$ cat config.mk
export PLATFORM = sky130hd
export DESIGN_NAME = call_stack_ctrl_flat
export DESIGN_NICKNAME = d
export VERILOG_FILES = /design/src/rtl/call_stack_ctrl_if.sv /design/src/rtl/call_stack_ctrl.sv /design/src/flat_wrapper.sv
export SDC_FILE = /design/constraint.sdc
export NUM_CORES = 1
export LEC_CHECK = 0
export CAP_MARGIN = 20
export CORE_MARGIN = 2
export CORE_UTILIZATION = 48
export DETAILED_ROUTE_END_ITERATION = 10
export HOLD_SLACK_MARGIN = 0.03
export PLACE_DENSITY = 0.8
export SLEW_MARGIN = 20
export SYNTH_ARGS = -nofsm -noshare
export SYNTH_HDL_FRONTEND = slang
export SYNTH_SLANG_ARGS = --single-unit
$ cat constraint.sdc
create_clock -name clk -period 3 [get_ports clk]
set_input_delay 0.3 -clock clk [delete_from_list [all_inputs] [get_ports clk]]
set_output_delay 0.3 -clock clk [all_outputs]
set_load 0.01 [all_outputs]
$ cat src/rtl/call_stack_ctrl_if.sv
// Data-memory port between the call-stack controller (master) and data memory (slave).
interface call_stack_ctrl_if #(
    parameter int unsigned ADDR_W = 8
);
    logic [ADDR_W-1:0] mem_addr;
    logic [ADDR_W-1:0] mem_wdata;
    logic              mem_we;
    logic              mem_re;
    logic [ADDR_W-1:0] mem_rdata;

    modport master (
        output mem_addr,
        output mem_wdata,
        output mem_we,
        output mem_re,
        input  mem_rdata
    );

    modport slave (
        input  mem_addr,
        input  mem_wdata,
        input  mem_we,
        input  mem_re,
        output mem_rdata
    );
endinterface

$ cat src/rtl/call_stack_ctrl.sv
// Return-address stack controller: pushes return PCs into data memory on call and
// pops them back on return, stalling the core while the memory access is in flight.
module call_stack_ctrl #(
    parameter int unsigned        ADDR_W      = 8,
    parameter logic [ADDR_W-1:0]  STACK_TOP   = 8'hFF,
    parameter int unsigned        STACK_DEPTH = 16,
    parameter int unsigned        MEM_RD_LAT  = 1
) (
    input  logic                clk,
    input  logic                rst,
    input  logic [1:0]          stack_ctl,
    input  logic [ADDR_W-1:0]   pc_next,
    call_stack_ctrl_if.master   mem,
    output logic [ADDR_W-1:0]   ret_addr,
    output logic                ret_valid,
    output logic                stall,
    output logic [ADDR_W-1:0]   sp,
    output logic [4:0]          depth,
    output logic                overflow,
    output logic                underflow
);

    localparam logic [1:0] CtlCall = 2'd1;
    localparam logic [1:0] CtlRet  = 2'd3;
    localparam logic [1:0] LatLast = 2'(MEM_RD_LAT - 1);
    localparam logic [4:0] DepthMax = 5'(STACK_DEPTH);

    typedef enum logic [2:0] {StIdle, StPush, StPopRd, StPopWait, StPopDone} state_e;

    state_e            state_q, state_d;
    logic [ADDR_W-1:0] sp_q, sp_d;
    logic [4:0]        depth_q, depth_d;
    logic [1:0]        cnt_q, cnt_d;
    logic [ADDR_W-1:0] mem_addr_q, mem_addr_d;
    logic [ADDR_W-1:0] mem_wdata_q, mem_wdata_d;
    logic              mem_we_q, mem_we_d;
    logic              mem_re_q, mem_re_d;
    logic [ADDR_W-1:0] ret_addr_q, ret_addr_d;
    logic              ret_valid_q, ret_valid_d;
    logic              stall_q, stall_d;
    logic              overflow_q, overflow_d;
    logic              underflow_q, underflow_d;

    // Output registers are loaded with the values of the state being entered.
    always_comb begin
        state_d     = state_q;
        sp_d        = sp_q;
        depth_d     = depth_q;
        cnt_d       = cnt_q;
        mem_addr_d  = mem_addr_q;
        mem_wdata_d = mem_wdata_q;
        mem_we_d    = 1'b0;
        mem_re_d    = 1'b0;
        ret_addr_d  = ret_addr_q;
        ret_valid_d = 1'b0;
        stall_d     = 1'b0;
        overflow_d  = overflow_q;
        underflow_d = underflow_q;

        unique case (state_q)
            StIdle: begin
                if (stack_ctl == CtlCall) begin
                    if (depth_q < DepthMax) begin
                        state_d     = StPush;
                        mem_we_d    = 1'b1;
                        stall_d     = 1'b1;
                        mem_addr_d  = sp_q;
                        mem_wdata_d = pc_next;
                    end else begin
                        overflow_d = 1'b1;
                    end
                end else if (stack_ctl == CtlRet) begin
                    if (depth_q != 5'd0) begin
                        state_d    = StPopRd;
                        mem_re_d   = 1'b1;
                        stall_d    = 1'b1;
                        mem_addr_d = sp_q + ADDR_W'(1);
                    end else begin
                        underflow_d = 1'b1;
                    end
                end
            end
            StPush: begin
                sp_d    = sp_q - ADDR_W'(1);
                depth_d = depth_q + 5'd1;
                state_d = StIdle;
            end
            StPopRd: begin
                sp_d    = sp_q + ADDR_W'(1);
                depth_d = depth_q - 5'd1;
                cnt_d   = LatLast;
                stall_d = 1'b1;
                state_d = StPopWait;
            end
            StPopWait: begin
                if (cnt_q == 2'd0) begin
                    ret_addr_d  = mem.mem_rdata;
                    ret_valid_d = 1'b1;
                    state_d     = StPopDone;
                end else begin
                    cnt_d   = cnt_q - 2'd1;
                    stall_d = 1'b1;
                end
            end
            StPopDone: begin
                state_d = StIdle;
            end
            default: begin
                state_d = StIdle;
            end
        endcase
    end

    always_ff @(posedge clk) begin
        if (rst) begin
            state_q     <= StIdle;
            sp_q        <= STACK_TOP;
            depth_q     <= 5'd0;
            cnt_q       <= 2'd0;
            mem_addr_q  <= '0;
            mem_wdata_q <= '0;
            mem_we_q    <= 1'b0;
            mem_re_q    <= 1'b0;
            ret_addr_q  <= '0;
            ret_valid_q <= 1'b0;
            stall_q     <= 1'b0;
            overflow_q  <= 1'b0;
            underflow_q <= 1'b0;
        end else begin
            state_q     <= state_d;
            sp_q        <= sp_d;
            depth_q     <= depth_d;
            cnt_q       <= cnt_d;
            mem_addr_q  <= mem_addr_d;
            mem_wdata_q <= mem_wdata_d;
            mem_we_q    <= mem_we_d;
            mem_re_q    <= mem_re_d;
            ret_addr_q  <= ret_addr_d;
            ret_valid_q <= ret_valid_d;
            stall_q     <= stall_d;
            overflow_q  <= overflow_d;
            underflow_q <= underflow_d;
        end
    end

    assign mem.mem_addr  = mem_addr_q;
    assign mem.mem_wdata = mem_wdata_q;
    assign mem.mem_we    = mem_we_q;
    assign mem.mem_re    = mem_re_q;
    assign ret_addr      = ret_addr_q;
    assign ret_valid     = ret_valid_q;
    assign stall         = stall_q;
    assign sp            = sp_q;
    assign depth         = depth_q;
    assign overflow      = overflow_q;
    assign underflow     = underflow_q;

endmodule

$ cat src/flat_wrapper.sv
// flat-port wrapper written by rule: the top's interface ports become plain ports
module call_stack_ctrl_flat 
#(
    parameter int unsigned        ADDR_W      = 8,
    parameter logic [ADDR_W-1:0]  STACK_TOP   = 8'hFF,
    parameter int unsigned        STACK_DEPTH = 16,
    parameter int unsigned        MEM_RD_LAT  = 1
)
  (clk, rst, stack_ctl, pc_next, ret_addr, ret_valid, stall, sp, depth, overflow, underflow, mem_mem_addr, mem_mem_wdata, mem_mem_we, mem_mem_re, mem_mem_rdata);
  call_stack_ctrl_if #(.ADDR_W(ADDR_W)) mem_i ();
  input  logic clk;
  input  logic rst;
  input  logic [1:0] stack_ctl;
  input  logic [ADDR_W-1:0] pc_next;
  output logic [ADDR_W-1:0] ret_addr;
  output logic ret_valid;
  output logic stall;
  output logic [ADDR_W-1:0] sp;
  output logic [4:0] depth;
  output logic overflow;
  output logic underflow;
  output wire logic [$bits(mem_i.mem_addr)-1:0] mem_mem_addr;
  output wire logic [$bits(mem_i.mem_wdata)-1:0] mem_mem_wdata;
  output wire logic [$bits(mem_i.mem_we)-1:0] mem_mem_we;
  output wire logic [$bits(mem_i.mem_re)-1:0] mem_mem_re;
  input wire logic [$bits(mem_i.mem_rdata)-1:0] mem_mem_rdata;
  assign mem_mem_addr = mem_i.mem_addr;
  assign mem_mem_wdata = mem_i.mem_wdata;
  assign mem_mem_we = mem_i.mem_we;
  assign mem_mem_re = mem_i.mem_re;
  assign mem_i.mem_rdata = mem_mem_rdata;
  call_stack_ctrl #(.ADDR_W(ADDR_W), .STACK_TOP(STACK_TOP), .STACK_DEPTH(STACK_DEPTH), .MEM_RD_LAT(MEM_RD_LAT)) u_core (.clk(clk), .rst(rst), .stack_ctl(stack_ctl), .pc_next(pc_next), .mem(mem_i), .ret_addr(ret_addr), .ret_valid(ret_valid), .stall(stall), .sp(sp), .depth(depth), .overflow(overflow), .underflow(underflow));
endmodule
==> results of run 1 <==
## stage by stage
stage / utilization [%] / total power (µW) / worst slack (ps) / hold WS, ps / instance area (µm²)
4_1_cts: 65.15 / 3001 / 435.1 / 464.7 / 3057
5_1_grt: 65.15 / 3211 / 323.5 / 486.8 / 3057
3_3_place_gp: 63.15 / 2565 / 511.1 / 441.2 / 2963
2_1_floorplan: - / 2061 / 429.9 / 405.2 / 2308
6_report: 65.15 / 2992 / 448.7 / 459.7 / 3057
3_5_place_dp: 63.15 / 2601 / 455.1 / 452.1 / 2963
## final cells by class
cell class                 instances  area, µm²
clock buffer                       7      86.33
tap                               54      67.56
multi-input combinational        195       1242
timing repair buffer              68      665.6
sequential                        48      960.9
fill                             413       1635
inverter                           7      26.28
clock inverter                     1      7.507
## power breakdown
group,total [µW],internal (µW),switching [µW]
Sequential,1010,808,197
Combinational,1590,782,810
Clock,395,187,208
## path summary, 6_finish.rpt
check,end,startpoint,cells past startpoint
worst max register to register,u_core.depth[2],u_core.state_q[2],7
worst max-delay path,u_core.depth[2],u_core.state_q[2],7
worst min-delay path,u_core.ret_addr[2],u_core.ret_addr[2],2
worst min register to register,u_core.ret_addr[2],u_core.ret_addr[2],2
## worst max-delay path: cells and delay by family (launching register included)
family                   cells  cell delay [ps]
AO/OA/AOI/OAI                1              150
XOR/XNOR                     1              170
adder cells (fa/ha/maj)      1              220
flip-flops                   1              320
multiplexers                 1              340
AND/OR/NAND/NOR              3             1250
## flip-flops by register name, indices dropped and copies added, names as in the netlist
name / count
u_core.mem.mem_addr: 8
u_core.mem.mem_wdata: 8
u_core.ret_addr: 8
u_core.sp: 8
u_core.depth: 5
u_core.state_q: 3
u_core.cnt_q: 2
u_core.mem.mem_re: 1
u_core.mem.mem_we: 1
u_core.overflow: 1
u_core.ret_valid: 1
u_core.stall: 1
u_core.underflow: 1
## Yosys cell counts, drive strengths merged, types with 3 or more instances
cell / number / share of area [%]
nor2: 26 / 4.6
inv: 7 / 1.1
clkbuf: 12 / 2.0
dfxtp: 48 / 42
xnor2: 8 / 3.0
xor2: 7 / 2.7
a211oi: 7 / 2.3
nor4: 3 / 1.1
or3: 5 / 1.6
ha: 4 / 2.2
nand2b: 5 / 1.4
a32oi: 3 / 1.1
nand3: 7 / 1.5
and3: 5 / 1.4
nand2: 27 / 4.4
nor2b: 6 / 1.6
a21oi: 25 / 5.4
buf: 5 / 1.5
mux2i: 12 / 5.2
o21ai: 7 / 1.5
nor4b: 4 / 1.5
a31oi: 3 / 0.81
nor3: 8 / 2.2
## kinds of logic (layout without fill, tap and decap cells)
family / after synthesis / after routing / synth area share [%]
AO/OA/AOI/OAI: 54 / 54 / 14.47
XOR/XNOR: 15 / 15 / 5.691
adder cells (fa/ha/maj): 4 / 4 / 2.168
buffers and inverters: 24 / 83 / 4.553
flip-flops: 48 / 48 / 41.63
multiplexers: 13 / 13 / 5.691
AND/OR/NAND/NOR: 109 / 109 / 25.80
## routing by layer
metal	routed length [µm]	global-route usage, %	vias to the layer above
li1	-	-	1056
met1	2406	27.30	952
met2	2499	31.93	71
met3	344	4.252	7
met4	64	7.071	0
met5	0	0	-
==> results.rst, run 1 <==
.. list-table::
   :header-rows: 1

   * - Metric
     - Value
   * - Outcome
     - finished, final reports clean
   * - Maximum number of pins on one net before global-route repair
     - 19
   * - Deepest clock path buffer count
     - 2
   * - Count of input and output buffers
     - slightly above 60
   * - Cells after DPL
     - approximately 370
   * - Total standard cell area after synthesis
     - 0.002308 mm²
   * - Delay of the slowest cell on the worst path
     - 480 ps
   * - CTS tree
     - yes
   * - Proportion of layout cells with a drive suffix above 1
     - roughly 7.4%
   * - Cell leakage power
     - approximately 0.0011 µW
   * - Buffer cell driving the clock tree root
     - sky130_fd_sc_hd__clkbuf_8
   * - RSZ-0062 raised after global routing
     - false
   * - Crit path kind
     - register to register
   * - Arrival time reported for the critical path endpoint
     - 2740 ps
   * - Synth-to-layout area growth
     - 32.41%
   * - Global-route wire length before repair
     - about 8.5 mm
   * - Class of the tightest hold or removal check
     - register to register
   * - Post-synth ARST share
     - 0%
   * - Aggregate global routing overflow
     - 0
   * - Core footprint
     - around 0.0047 mm²
   * - Min Tclk post-route
     - around 2600 ps
   * - Area of the die
     - 0.005380 mm²
   * - Clock latency at the later pin of the worst-skew pair
     - 290 ps
   * - Vertical extent of the die
     - 73.35 µm
   * - Detail-routed net length per standard cell
     - between 10 and 15 µm
   * - Starting density of the core
     - 49.20%
   * - Share of the clock period used by the worst path
     - a little under nine tenths
   * - Count of state elements after synthesis
     - 48
   * - Number of optimization iterations in the first detailed-route pass
     - 4
   * - Required time at the worst-slack endpoint
     - ~3200 ps
   * - Sequential cell area fraction in the yosys report
     - 41.63%
   * - Headroom to the max-slew limit
     - roughly 52%
   * - Number of antenna violations at the first check in global routing
     - 0
   * - Vias per std cell
     - about 5.5
   * - Post-CTS Resized
     - 0
   * - Most frequent standard cell in the layout excluding fill and tap cells
     - sky130_fd_sc_hd__clkdlybuf4s50_1
   * - PwrDens
     - ~1000 mW/mm²
   * - YS warnings
     - 0
   * - Final TNS setup
     - 0 ps
   * - Diodes inserted
     - 0
   * - IR Drop Worst-Case VDD
     - roughly 0.44 mV
   * - Crit path max fanout
     - 6
   * - Sum of net half-perimeters after detailed placement
     - 3.868 mm
   * - Via count of the first global-routing pass
     - roughly 1,800
   * - CP max stage cell
     - sky130_fd_sc_hd__or3b_1
   * - Number of max-slew violations in the final report
     - 0
   * - F_max
     - 0.3920 GHz
   * - Total setup buffers inserted after CTS
     - 0
   * - Cts hold-fix bufs
     - 0
   * - Actual slew at the worst max-slew pin
     - roughly 720 ps
   * - Global-route usage over all layers
     - ~20%
   * - Max-cap check violation count
     - 0
   * - Final Net Count
     - roughly 350
   * - Clk sink count
     - 48
   * - Number of library cell types mapped by synthesis
     - 48
   * - Total routed wirelength
     - between 5 and 6 mm
   * - Cell row count
     - 25
   * - Number of enable-type register cells in the synthesized netlist
     - 0
   * - Post-route ant nets
     - 0
   * - Count of pins on the block boundary
     - 63
   * - First DRT Iteration DRCs
     - about 110
   * - CTS HTree Levels
     - 2
   * - Reg2Reg Setup Slack
     - ~450 ps
   * - Non-filler instance count after layout
     - 380
   * - CP startpoint kind
     - register
   * - Commonest cells after routing, fill and taps aside
     - sky130_fd_sc_hd__clkdlybuf4s50_1, sky130_fd_sc_hd__dfxtp_1, sky130_fd_sc_hd__nand2_1
   * - Synth Flop Type
     - sky130_fd_sc_hd__dfxtp_1
   * - Final clock skew
     - 3.720 ps
   * - Number of failing hold endpoints at the final stage
     - 0
   * - Crit end category
     - register
   * - Clock Pin Slew Worst Setup and Hold Paths
     - roughly 80 ps
   * - Chain of cells forming the critical path
     - or3b_1 -> xnor2_1 -> ha_1 -> or4b_1 -> or2_2 -> a21oi_1 -> mux2_2
   * - Finish-stage setup viols
     - 0
   * - Nets in the synthesized netlist
     - ~290
   * - Vias post-DR
     - around 2,100
   * - Cells after Synth
     - between 200 and 300
   * - Clock buffer count from CTS
     - 5
   * - Width of the chip
     - roughly 73 µm
   * - Placer's final routability congestion estimate
     - 0.8536
   * - Post-route DRC
     - 0
   * - Avg Inst Size Synth
     - slightly below 9 µm²
Power figures use the tool's default switching activity.
==> inputs of run 2 (changes only) <==
--- a/config.mk
+++ b/config.mk
@@ -5,7 +5,6 @@
 export SDC_FILE = /design/constraint.sdc
 export NUM_CORES = 1
 export LEC_CHECK = 0
-export CAP_MARGIN = 20
 export CORE_MARGIN = 2
 export CORE_UTILIZATION = 48
 export DETAILED_ROUTE_END_ITERATION = 10
==> results of run 2 <==
No change in the layout: final DEF, timing and power equal those of run 1.
==> inputs of run 3 (changes only) <==
--- a/config.mk
+++ b/config.mk
@@ -9,7 +9,7 @@
 export CORE_UTILIZATION = 48
 export DETAILED_ROUTE_END_ITERATION = 10
 export HOLD_SLACK_MARGIN = 0.03
-export PLACE_DENSITY = 0.8
+export PLACE_DENSITY_LB_ADDON = 0.1
 export SLEW_MARGIN = 20
 export SYNTH_ARGS = -nofsm -noshare
 export SYNTH_HDL_FRONTEND = slang
==> run 3 against run 2 <==
  * Global-route usage barely moved
  * Hold slack worse by 5.0 ps
  * Largest cell class unchanged
  * Wire length decreased by 0.19%
  * Sequential power about the same
  * Clock-buffer cell count is the same
  * Non-clock buffer count unchanged
  * Setup slack better by 15 ps
  * Total power grew 0.43%
  * Register-to-register slack better by 20 ps
  * Flip-flop and latch count unchanged
  * Sequential share of layout area did not move
  * Largest power group unchanged
  * Clock skew is essentially flat
==> results.rst, run 3 (same netlist as run 1, synthesis figures left out) <==
.. list-table::
   :header-rows: 1

   * - Metric
     - Value
   * - Outcome
     - finished, final reports clean
   * - CTS HTree Levels
     - 2
   * - Global-route usage over all layers
     - 20.15%
   * - Clock Pin Slew Worst Setup and Hold Paths
     - 90 ps
   * - Total setup buffers inserted after CTS
     - 0
   * - Vias per std cell
     - between 5 and 6
   * - Maximum number of pins on one net before global-route repair
     - 17
   * - DP Worst Slack
     - between 400 and 500 ps
   * - Width of the chip
     - ~73 µm
   * - Number of optimization iterations in the first detailed-route pass
     - 4
   * - Actual slew at the worst max-slew pin
     - about 750 ps
   * - Vertical extent of the die
     - roughly 73 µm
   * - Share of the clock period used by the worst path
     - approximately 85%
   * - Cell internal pwr
     - ~1800 µW
   * - Share of total power in combinational logic
     - 53.3%
   * - Global-route wire length before repair
     - about 8.4 mm
   * - Total routed wirelength
     - approximately 5.3 mm
   * - Final total power
     - between 3000 and 4000 µW
   * - Headroom to the max-slew limit
     - approximately half
   * - Core footprint
     - roughly 0.0047 mm²
   * - PwrDens
     - 982.9 mW/mm²
   * - Count of input and output buffers
     - 62
   * - Buffer cell driving the clock tree root
     - sky130_fd_sc_hd__clkbuf_8
   * - Detail-routed net length per standard cell
     - around 14 µm
   * - CTS tree
     - yes
   * - Reg2Reg Setup Slack
     - 460 ps
   * - Count of pins on the block boundary
     - 63
   * - Final Net Count
     - ~350
   * - Commonest cells after routing, fill and taps aside
     - sky130_fd_sc_hd__clkdlybuf4s50_1, sky130_fd_sc_hd__dfxtp_1, sky130_fd_sc_hd__nand2_1
   * - F_max
     - 0.3943 GHz
   * - Finish-stage setup viols
     - 0
   * - Setup ws final
     - around 460 ps
   * - Most frequent standard cell in the layout excluding fill and tap cells
     - sky130_fd_sc_hd__clkdlybuf4s50_1
   * - Arrival time reported for the critical path endpoint
     - 2730 ps
   * - Max-cap check violation count
     - 0
   * - Starting density of the core
     - between 40% and 50%
   * - Cts hold-fix bufs
     - 0
   * - Final clock skew
     - 3.383 ps
   * - Post-route ant nets
     - 0
   * - Min Tclk post-route
     - approximately 2500 ps
   * - Sum of net half-perimeters after detailed placement
     - between 3 and 4 mm
   * - RSZ-0062 raised after global routing
     - false
   * - Switching Power
     - between 1000 and 1500 µW
   * - CP startpoint kind
     - register
   * - Number of max-slew violations in the final report
     - 0
   * - Crit end category
     - register
   * - Via count of the first global-routing pass
     - roughly 1,800
   * - Synth-to-layout area growth
     - 32.41%
   * - IR Drop Worst-Case VDD
     - between 0.5 and 0.6 mV
   * - Clock latency at the later pin of the worst-skew pair
     - 300 ps
   * - Crit path max fanout
     - 6
   * - Clock power share
     - between 10% and 20%
   * - Number of failing hold endpoints at the final stage
     - 0
   * - Clock buffer count from CTS
     - 5
   * - Vias post-DR
     - 2,084
   * - Post-CTS Resized
     - 0
   * - Proportion of layout cells with a drive suffix above 1
     - around 7.4%
   * - Clk sink count
     - 48
   * - Sw Share
     - approximately two fifths
   * - Footprint of the multi-input gates
     - 0.001242 mm²
   * - Aggregate global routing overflow
     - 0
   * - Storage cell area
     - about 960 µm²
   * - Crit path kind
     - register to register
   * - Final TNS setup
     - 0 ps
   * - Number of antenna violations at the first check in global routing
     - 0
   * - Post-route DRC
     - 0
   * - Count of filler cells inserted in the layout
     - about 430
   * - Flop pwr share
     - 33.4%
   * - Diodes inserted
     - 0
   * - Area of the die
     - 0.005380 mm²
   * - Class of the tightest hold or removal check
     - register to register
   * - Placer's final routability congestion estimate
     - roughly 0.84
   * - Cell row count
     - 25
   * - First DRT Iteration DRCs
     - between 60 and 70
   * - Required time at the worst-slack endpoint
     - 3200 ps
   * - Cell leakage power
     - 0.001110 µW
   * - Deepest clock path buffer count
     - 2
-- run 3: through the flow --
step           cell area, µm²  hold WS, ps  utilization, %  std cells
2_1_floorplan            2308        405.2               -        267
3_3_place_gp             2963        441.8           63.15        372
3_5_place_dp             2963        445.9           63.15        372
4_1_cts                  3057        458.0           65.15        380
5_1_grt                  3057        476.7           65.15        380
6_report                 3057        454.7           65.15        380
-- run 3: cell type report --
type,instances,share of cell area (%)
Sequential cell,48,31.44
Multi-Input combinational cell,195,40.65
Clock inverter,1,0.2456
Inverter,7,0.8596
Clock buffer,7,2.824
Timing Repair Buffer,68,21.78
Tap cell,54,2.210
-- run 3: layer usage --
metal / up-vias / global-route usage (%) / share of wire, %
met5: - / 0 / 0
met4: 0 / 5.455 / 1.2
met3: 6 / 4.801 / 5.3
met2: 61 / 31.43 / 45
met1: 963 / 27.99 / 49
li1: 1054 / - / -
-- run 3: path summary, 6_finish.rpt --
kind / start / end / cells past startpoint
worst min register to register: u_core.ret_addr[4] / u_core.ret_addr[4] / 2
worst max register to register: u_core.state_q[2] / u_core.depth[2] / 7
worst max-delay path: u_core.state_q[2] / u_core.depth[2] / 7
worst min-delay path: u_core.ret_addr[4] / u_core.ret_addr[4] / 2
-- run 3: worst max-delay path, cell delays in order (launching register included) --
cell                      delay, ps
sky130_fd_sc_hd__dfxtp_1        320
sky130_fd_sc_hd__or3b_1         470
sky130_fd_sc_hd__xnor2_1        160
sky130_fd_sc_hd__ha_1           210
sky130_fd_sc_hd__or4b_1         490
sky130_fd_sc_hd__or2_2          290
sky130_fd_sc_hd__a21oi_1        150
sky130_fd_sc_hd__mux2_2         350
-- run 3: power groups by stage --
stage	logic, µW	clock network (µW)	registers (µW)
6_report	1600	401	1000
3_5_place_dp	1590	0	1020
5_1_grt	1740	432	1030
2_1_floorplan	1040	0	1020
3_3_place_gp	1570	0	1010
4_1_cts	1600	412	1000
